[config.mk]
export PLATFORM = sky130hd
export DESIGN_NAME = systolic_input_feeder
export DESIGN_NICKNAME = d
export VERILOG_FILES = /design/src/rtl/systolic_input_feeder.sv
export SDC_FILE = /design/constraint.sdc
export NUM_CORES = 1
export LEC_CHECK = 0
export BUFFER_PORTS_ARGS = -buffer_cell sky130_fd_sc_hd__buf_2
export CORE_MARGIN = 1.5
export CORE_UTILIZATION = 47
export DETAILED_ROUTE_END_ITERATION = 16
export PLACE_DENSITY = 0.85
export SETUP_SLACK_MARGIN = 0.2
export SKIP_CTS_REPAIR_TIMING = 1
export SYNTH_ARGS = -nofsm -noshare
export SYNTH_HDL_FRONTEND = slang
export SYNTH_HIERARCHICAL = 1
export SYNTH_SLANG_ARGS = --single-unit
[constraint.sdc]
create_clock -name clk_i -period 2.05 [get_ports clk_i]
set_input_delay 0.3075 -clock clk_i [delete_from_list [all_inputs] [get_ports clk_i]]
set_output_delay 0.3075 -clock clk_i [all_outputs]
set_load 0.005 [all_outputs]
[src/rtl/systolic_input_feeder.sv]
// Streams a block of matrix rows from the input buffer into the systolic skew stage.
// Build option: define SYSTOLIC_FEEDER_FLUSH_EN to append LANES-1 zero words after the last row.

module systolic_input_feeder_lane #(
  parameter int DATA_WIDTH = 8
) (
  input  logic                  clk_i,
  input  logic                  rst_ni,
  input  logic                  i_cap,
  input  logic                  i_sel_skid,
  input  logic                  i_sel_rd,
  input  logic [DATA_WIDTH-1:0] i_rd_data,
  output logic [DATA_WIDTH-1:0] o_word
);
  logic [DATA_WIDTH-1:0] r_skid;

  always_ff @(posedge clk_i or negedge rst_ni)
    if (!rst_ni)    r_skid <= '0;
    else if (i_cap) r_skid <= i_rd_data;

  always_comb begin
    o_word = '0;
    if (i_sel_skid)    o_word = r_skid;
    else if (i_sel_rd) o_word = i_rd_data;
  end
endmodule

module systolic_input_feeder #(
  parameter int DATA_WIDTH = 8,
  parameter int LANES      = 10,
  parameter int ADDR_WIDTH = 8
) (
  input  logic                        clk_i,
  input  logic                        rst_ni,
  input  logic                        start_i,
  input  logic [ADDR_WIDTH-1:0]       base_addr_i,
  input  logic [ADDR_WIDTH-1:0]       num_rows_i,
  input  logic                        stall_i,
  output logic                        rd_en_o,
  output logic [ADDR_WIDTH-1:0]       rd_addr_o,
  input  logic [LANES*DATA_WIDTH-1:0] rd_data_i,
  output logic [LANES*DATA_WIDTH-1:0] word_o,
  output logic                        en_o,
  output logic                        busy_o,
  output logic                        done_o
);
`ifdef SYSTOLIC_FEEDER_FLUSH_EN
  localparam int FLUSH_WORDS = LANES - 1;
`else
  localparam int FLUSH_WORDS = 0;
`endif
  localparam int FCW = $clog2(LANES + 1);

  localparam logic [1:0] S_IDLE  = 2'd0;
  localparam logic [1:0] S_FEED  = 2'd1;
  localparam logic [1:0] S_FLUSH = 2'd2;
  localparam logic [1:0] S_DONE  = 2'd3;

  typedef struct packed {
    logic                  en;
    logic [ADDR_WIDTH-1:0] addr;
  } rd_req_t;

  logic [1:0]            r_state, w_state_nxt;
  logic [ADDR_WIDTH-1:0] r_addr, r_to_issue, r_to_consume;
  logic [FCW-1:0]        r_flush_cnt;
  logic                  r_rd_pend, r_skid_vld;
  logic                  w_start, w_out_vld, w_en, w_skid_cap, w_skid_hold;
  logic                  w_last_row, w_flush_last;
  rd_req_t               w_req;
  logic [LANES-1:0][DATA_WIDTH-1:0] w_rd_data, w_word;

  assign w_start    = (r_state == S_IDLE) & start_i;
  assign w_out_vld  = r_skid_vld | r_rd_pend | (r_state == S_FLUSH);
  assign w_en       = w_out_vld & ~stall_i;
  // Returning data that cannot be consumed this cycle parks in the skid.
  assign w_skid_cap  = r_rd_pend & stall_i & ~r_skid_vld;
  // A skid draining this cycle is free again by the time a new read returns.
  assign w_skid_hold = r_skid_vld & ~w_en;

  assign w_req.en   = (r_state == S_FEED) & (r_to_issue != '0) & ~stall_i & ~w_skid_hold;
  assign w_req.addr = r_addr;

  assign w_last_row   = (r_state == S_FEED) & w_en & (r_to_consume == ADDR_WIDTH'(1));
  assign w_flush_last = (r_state == S_FLUSH) & w_en & (r_flush_cnt == FCW'(FLUSH_WORDS - 1));

  always_comb begin
    w_state_nxt = r_state;
    case (r_state)
      S_IDLE:  if (start_i) w_state_nxt = (num_rows_i == '0) ? S_DONE : S_FEED;
      S_FEED:  if (w_last_row) w_state_nxt = (FLUSH_WORDS == 0) ? S_DONE : S_FLUSH;
      S_FLUSH: if (w_flush_last) w_state_nxt = S_DONE;
      default: w_state_nxt = S_IDLE;
    endcase
  end

  always_ff @(posedge clk_i or negedge rst_ni) begin
    if (!rst_ni) begin
      r_state      <= S_IDLE;
      r_addr       <= '0;
      r_to_issue   <= '0;
      r_to_consume <= '0;
      r_flush_cnt  <= '0;
      r_rd_pend    <= 1'b0;
      r_skid_vld   <= 1'b0;
    end else begin
      r_state   <= w_state_nxt;
      r_rd_pend <= w_req.en;
      if (w_skid_cap)                r_skid_vld <= 1'b1;
      else if (r_skid_vld && w_en)   r_skid_vld <= 1'b0;
      if (w_start) begin
        r_addr       <= base_addr_i;
        r_to_issue   <= num_rows_i;
        r_to_consume <= num_rows_i;
        r_flush_cnt  <= '0;
      end else begin
        if (w_req.en) begin
          r_addr     <= r_addr + ADDR_WIDTH'(1);
          r_to_issue <= r_to_issue - ADDR_WIDTH'(1);
        end
        if (r_state == S_FEED && w_en)  r_to_consume <= r_to_consume - ADDR_WIDTH'(1);
        if (r_state == S_FLUSH && w_en) r_flush_cnt  <= r_flush_cnt + FCW'(1);
      end
    end
  end

  assign w_rd_data = rd_data_i;

  for (genvar i = 0; i < LANES; i++) begin : g_lane
    systolic_input_feeder_lane #(.DATA_WIDTH(DATA_WIDTH)) u_lane (
      .clk_i      (clk_i),
      .rst_ni     (rst_ni),
      .i_cap      (w_skid_cap),
      .i_sel_skid (r_skid_vld),
      .i_sel_rd   (r_rd_pend),
      .i_rd_data  (w_rd_data[i]),
      .o_word     (w_word[i])
    );
  end

  assign rd_en_o   = w_req.en;
  assign rd_addr_o = w_req.addr;
  assign word_o    = w_word;
  assign en_o      = w_en;
  assign busy_o    = (r_state != S_IDLE);
  assign done_o    = (r_state == S_DONE);
endmodule
After elaboration in Yosys (flattened, before gate mapping)
Cells that the tools add are included.
Word-level totals
  bits in registers: 112
  output and inout port bits: 92
Operators by class
  add/subtract/negate cells: 4
  equality and inequality tests: 8
  muxes and demuxes: 35
  bitwise operators: 18
  reduce and logical (&&, ||, !) cells: 12
Operators by type and width (count)
  2-to-1 mux 8 bit: 26
  subtractor 8 x 1 -> 8 bit (second input constant): 2
  bitwise AND 1 bit: 12
  nonzero test 2 bit: 5
  adder 8 x 1 -> 8 bit (second input constant): 1
  equality test 8 x 1 -> 1 bit (second input constant): 1
  zero test 8 bit: 1
  2-to-1 mux 2 bit: 4
  2-to-1 mux 4 bit: 2
  nonzero test 8 bit: 1
  != test 2 bit (second input constant): 3
  case mux 2 bit (3 select lines): 1
  adder 4 x 1 -> 4 bit (second input constant): 1
  equality test 2 bit (second input constant): 2
  equality test 4 bit (second input constant): 1
  NOT 1 bit: 4
  logical AND 1 bit: 3
  AND reduction 3 bit: 1
  equality test 2 x 1 -> 1 bit (second input constant): 1
  zero test 2 bit: 1
  2-to-1 mux 1 bit: 2
  OR 1 bit: 2

Longest topological paths before layout
  depth after elaboration: 9
  gate-level depth with buffers: 8
  mapped depth without buffers: 7

Cells and area by module
Netlist, hierarchy kept.
Modules (own cells, without submodules)
  systolic_input_feeder_lane: times used 10, cells each 31, area an instance 424.2 um^2
  systolic_input_feeder: times used 1, cells each 204, area an instance 1884.3 um^2

Worst setup path before layout
Ideal clock, no wire load.
  kind: reg-to-reg
  from: register r_rd_pend
  to: register g_lane[0].u_lane.r_skid[0]
  setup time: 0.125 ns
  arrival: 2.088 ns
  required time: 1.925 ns
  slack: -0.163 ns
  stages on the path, launching flop included: 5
  buffers on the path: 1
  cells stage by stage: dfrtp_1 -> nand2_1 -> nor2_1 -> buf_6 -> mux2_4
Between the ends
  word-level cells in the longest chain between the ends: 2
Ends and longest elaborated chain
  start: declaration: line 67  | logic r_rd_pend, r_skid_vld;
  start signal: assignment: line 108  | r_rd_pend <= w_req.en;
  bitwise AND 1 bit (2 in series): line 77  | assign w_skid_cap = r_rd_pend & stall_i & ~r_skid_vld;
  named net w_skid_cap: line 68  | logic w_start, w_out_vld, w_en, w_skid_cap, w_skid_hold;
  end signal: assignment: line 19  | else if (i_cap) r_skid <= i_rd_data;
  end: declaration: line 15  | logic [DATA_WIDTH-1:0] r_skid;
The timed path passes the listed nets, and every way through them passes these cells.
A chain may end at the register's enable or synchronous reset.

Final worst setup path
  from: register r_to_issue[1]
  to: output port rd_en_o
Between the ends
  word-level cells in the longest chain between the ends: 4
Ends and longest elaborated chain
  start: declaration: line 65  | logic [ADDR_WIDTH-1:0] r_addr, r_to_issue, r_to_consume;
  start signal: assignment: line 113  | r_to_issue <= num_rows_i;
  start signal: assignment: line 119  | r_to_issue <= r_to_issue - ADDR_WIDTH'(1);
  nonzero test 8 bit: line 81  | assign w_req.en = (r_state == S_FEED) & (r_to_issue != '0) & ~stall_i & ~w_skid_hold;
  bitwise AND 1 bit (3 in series): line 81
  end: declaration: line 39  | output logic rd_en_o,
Every way passes these cells.

==> metrics.log <==
INFO  metric die-width = 117.2 um
INFO  metric max_clk_rate = around 0.47 GHz
INFO  metric fillCellCount = 983
INFO  metric number_of_h_tree_branching_levels = 3
INFO  metric proportion_of_register_bits_with_asynchronous_set_or_reset_after_synthesis = 1.000
INFO  metric dp_hpwl = 10,260 um
INFO  metric via_per_inst = 5.596
INFO  metric timing.hold.worst.class = in2async
INFO  metric fin_hold_ws = -14.69 ps
INFO  metric timing.critical_path.max_delay_family = flip-flops
INFO  metric slew_headroom = 0.5932
INFO  metric crit_required = 1740 ps
INFO  metric avgRoutedWirePerCell = between 15 and 20 um
INFO  metric power_leakage = 4.325 nW
INFO  metric edff_count_synth = 0
INFO  metric swShare = 0.2254
INFO  metric cp_slowest_stage_delay = 420 ps
INFO  metric synth.ff_latch_count = 112
INFO  metric detailedRoute.firstIterationViolations = roughly 370
INFO  metric clock_skew_after_layout = roughly 12 ps
INFO  metric max-clock-path-buffers = 2
INFO  metric initial_core_util = 0.4835
INFO  metric dpl.cell_count = between 800 and 900
INFO  metric cts_tree = done
INFO  metric final-max-slew-violation-count = 0
INFO  metric num_io_pins = 192
INFO  metric comb_power_share = 0.046
INFO  metric post_synth_inst_count = between 500 and 600
INFO  metric finalHoldViolations = 3
INFO  metric share_seq_of_total_power = 0.527
INFO  metric synth.yosys.warnings = 6
INFO  metric worstSetupStartpointType = flop
INFO  metric antennaDiodeCount = 0
INFO  metric critPathMostFrequentCell = sky130_fd_sc_hd__inv_2
INFO  metric final_net_count = 853
INFO  metric post-route-period-util = 1.035
INFO  metric grt_antenna_before_repair = 0
INFO  metric synthFlopType = sky130_fd_sc_hd__dfrtp_1
INFO  metric route.detailed.drc = 0
INFO  metric power-per-cell-area = around 500 mW/mm2
INFO  metric multi_input_comb_area = 0.003276 mm2
INFO  metric crit_fanout = 4
INFO  metric routed_wl = 16,620 um
INFO  metric die_area = 0.01373 mm2
INFO  metric clkPwrFrac = 0.428
INFO  metric grt_setup_unrepaired = true
INFO  metric critical_path_class = reg2out
INFO  metric peakVddDrop = 0.4471 mV
INFO  metric cp-end-kind = primary output
INFO  metric port_buffers = approximately 190
INFO  metric crit_path_cell_chain = inv_2 -> ha_4 -> or3b_4 -> o21ai_4 -> inv_2 -> buf_6
INFO  metric globalRoute.totalOverflow = 0
INFO  metric synthesis.area_per_instance = 11.92 um2
INFO  metric timing.final.crit_period = between 2000 and 2500 ps
INFO  metric net-switching-power = between 0.9 and 1 mW
INFO  metric number_of_core_rows = 41
INFO  metric place.gp.congestion = ~0.88
INFO  metric yosys.cell_types.count = 49
INFO  metric grt_pass1_wl = 22,630 um
INFO  metric cts_buffers = 9
INFO  metric seqCellArea = about 0.0028 mm2
INFO  metric drt_pre_antenna_iters = 4
INFO  metric final_critical_path_setup_slack = -70.92 ps
INFO  metric mappedNetlistNets = 625
INFO  metric grt_max_degree = 113
INFO  metric setup_viol_count_final = 1
INFO  metric part_of_the_yosys_area_used_for_sequential_elements = 0.4575
INFO  metric path_buf_inv = 3
INFO  metric layout-area-overhead-vs-synth = 35.17%
INFO  metric cp_slowest_cell = sky130_fd_sc_hd__dfrtp_1
INFO  metric design_area = 0.008280 mm2
INFO  metric die-height = approximately 120 um
INFO  metric route.antenna.remaining_nets = 0
INFO  metric core_area = 0.01267 mm2
INFO  metric worstMarginPinSlew = 610.2 ps
INFO  metric clock_sinks = around 110
INFO  metric maxCapViolations = 0
INFO  metric cp_data_arrival_time = roughly 1800 ps
INFO  metric post_dp_cell_area = around 0.0073 mm2
INFO  metric synthesis.area = 0.006126 mm2
INFO  metric cellInternalPower = approximately 3.2 mW
INFO  metric fin_cells = 919
INFO  metric clk-insertion-delay-late = about 360 ps
INFO  metric clk_pin_slew_worst_paths = 80 ps
INFO  metric outcome = finished, violations left
INFO  metric failed_checks = hold timing, setup timing
INFO  metric vias = 5,143
INFO  metric track_usage = 0.2114
INFO  metric number_of_global_route_vias_before_repair = 4,733
INFO  metric cts_root_buffer = sky130_fd_sc_hd__clkbuf_16
INFO  metric drive_gt1_frac = 0.5341
==> logic make-up (layout without fill, tap and decap cells) <==
family	Yosys count	in the layout	share of synthesized area
AOI/OAI and AO/OA	121	121	0.1442
muxes	84	84	0.2028
xor gates and xnor gates	15	15	0.02145
DFF	112	112	0.4575
buffers and inverters	37	270	0.03922
and+or+nand+nor	134	134	0.1123
adders and majority gates	11	11	0.02247
==> through the flow <==
stage               total power, mW  TNS [ps]  hold WS, ps  setup slack (ps)    util
detailed placement            2.441         0        438.4             130.0  0.5738
finish                        4.192    -70.92       -14.69            -70.92  0.6535
global route                  4.343    -971.1        52.08            -129.1  0.6535
floorplan                     2.268         0        11.91             211.3       -
CTS                           4.236    -252.7        49.85            -247.8  0.5976
global placement              2.431         0        425.4             207.4  0.5738
==> worst paths after layout <==
check	endpoint	cells after the start	from	slack (ps)
min in group clk_i	rd_addr_o[2]$_DFFE_PN0P_	3	base_addr_i[2]	150
setup / recovery	rd_en_o	6	r_to_issue[1]$_DFFE_PN0P_	-70
hold / removal	rd_addr_o[5]$_DFFE_PN0P_	2	rst_ni	-10
hold reg to reg	g_lane[1].u_lane/r_skid[3]$_DFFE_PN0P_	1	g_lane[1].u_lane/r_skid[3]$_DFFE_PN0P_	510
max in group asynchronous	r_skid_vld$_DFFE_PN0P_	2	rst_ni	1550
setup reg to reg	rd_addr_o[0]$_DFFE_PN0P_	9	r_to_issue[1]$_DFFE_PN0P_	130
==> cells in the mapped netlist (2+ instances only) <==
cell type | count | area (um2)
sky130_fd_sc_hd__a21oi_1 | 12 | 60.06
sky130_fd_sc_hd__a22o_1 | 60 | 525.5
sky130_fd_sc_hd__a31oi_1 | 9 | 56.30
sky130_fd_sc_hd__and2b_4 | 10 | 100.1
sky130_fd_sc_hd__buf_2 | 12 | 60.06
sky130_fd_sc_hd__buf_6 | 11 | 123.9
sky130_fd_sc_hd__clkbuf_1 | 4 | 15.01
sky130_fd_sc_hd__dfrtp_1 | 112 | 2803
sky130_fd_sc_hd__ha_1 | 11 | 137.6
sky130_fd_sc_hd__inv_1 | 8 | 30.03
sky130_fd_sc_hd__mux2_4 | 80 | 1201
sky130_fd_sc_hd__mux2i_1 | 3 | 30.03
sky130_fd_sc_hd__nand2_1 | 54 | 202.7
sky130_fd_sc_hd__nand2b_1 | 2 | 12.51
sky130_fd_sc_hd__nand3_1 | 9 | 45.04
sky130_fd_sc_hd__nand4_1 | 5 | 31.28
sky130_fd_sc_hd__nand4b_1 | 2 | 17.52
sky130_fd_sc_hd__nor2_1 | 26 | 97.59
sky130_fd_sc_hd__nor3_1 | 5 | 25.02
sky130_fd_sc_hd__nor3b_1 | 3 | 22.52
sky130_fd_sc_hd__nor4_1 | 2 | 12.51
sky130_fd_sc_hd__o211ai_1 | 2 | 15.01
sky130_fd_sc_hd__o21ai_0 | 28 | 140.1
sky130_fd_sc_hd__o31ai_1 | 2 | 15.01
sky130_fd_sc_hd__or3_1 | 4 | 25.02
sky130_fd_sc_hd__or4_1 | 2 | 15.01
sky130_fd_sc_hd__xnor2_1 | 6 | 52.55
sky130_fd_sc_hd__xor2_1 | 9 | 78.83
==> routing by layer <==
metal,wire length (um),share of wire,GRT usage,vias to the layer above
li1,-,-,-,2332
met1,6955,0.42,0.2543,2596
met2,8581,0.52,0.3702,196
met3,865,0.052,0.05973,19
met4,218,0.013,0.06104,0
met5,0,0,0,-
==> cell usage in the layout, fill, tap and decap left out, types with 6 or more instances in the layout <==
| cell type | synthesis | routed |
|---|---|---|
| sky130_fd_sc_hd__a21oi_1 | 12 | 12 |
| sky130_fd_sc_hd__a22o_1 | 60 | 60 |
| sky130_fd_sc_hd__a31oi_1 | 9 | 9 |
| sky130_fd_sc_hd__and2b_4 | 10 | 10 |
| sky130_fd_sc_hd__buf_2 | 12 | 189 |
| sky130_fd_sc_hd__buf_4 | 1 | 29 |
| sky130_fd_sc_hd__buf_6 | 11 | 11 |
| sky130_fd_sc_hd__clkbuf_16 | 0 | 17 |
| sky130_fd_sc_hd__dfrtp_1 | 112 | 109 |
| sky130_fd_sc_hd__ha_1 | 11 | 8 |
| sky130_fd_sc_hd__mux2_4 | 80 | 81 |
| sky130_fd_sc_hd__nand2_1 | 54 | 43 |
| sky130_fd_sc_hd__nand2_4 | 0 | 7 |
| sky130_fd_sc_hd__nand3_1 | 9 | 8 |
| sky130_fd_sc_hd__nor2_1 | 26 | 25 |
| sky130_fd_sc_hd__o21ai_0 | 28 | 8 |
| sky130_fd_sc_hd__o21ai_1 | 0 | 6 |
| sky130_fd_sc_hd__o21ai_2 | 1 | 14 |
| sky130_fd_sc_hd__xor2_1 | 9 | 9 |
==> registers in the layout (all words and copies together), names as in the netlist <==
| signal | count |
|---|---|
| r_to_issue | 8 |
| r_rd_pend | 1 |
| rd_addr_o | 8 |
| g_lane.u_lane/r_skid | 80 |
| r_flush_cnt | 4 |
| r_state | 2 |
| r_skid_vld | 1 |
| r_to_consume | 8 |
==> power groups by stage <==
stage	Sequential [mW]	Combinational, mW	Clock [mW]
3_5_place_dp	2.25	0.190	0
6_report	2.21	0.191	1.79
2_1_floorplan	2.25	0.0165	0
5_1_grt	2.21	0.210	1.93
3_3_place_gp	2.25	0.179	0
4_1_cts	2.21	0.190	1.84
==> layout make-up <==
type | instances | area share
Tap cell | 172 | 0.02599
Timing Repair Buffer | 245 | 0.1987
Multi-Input combinational cell | 365 | 0.3956
Inverter | 9 | 0.004080
Sequential cell | 112 | 0.3392
Clock inverter | 7 | 0.009217
Clock buffer | 9 | 0.02720
No activity file was read; power rests on OpenSTA's default activity.
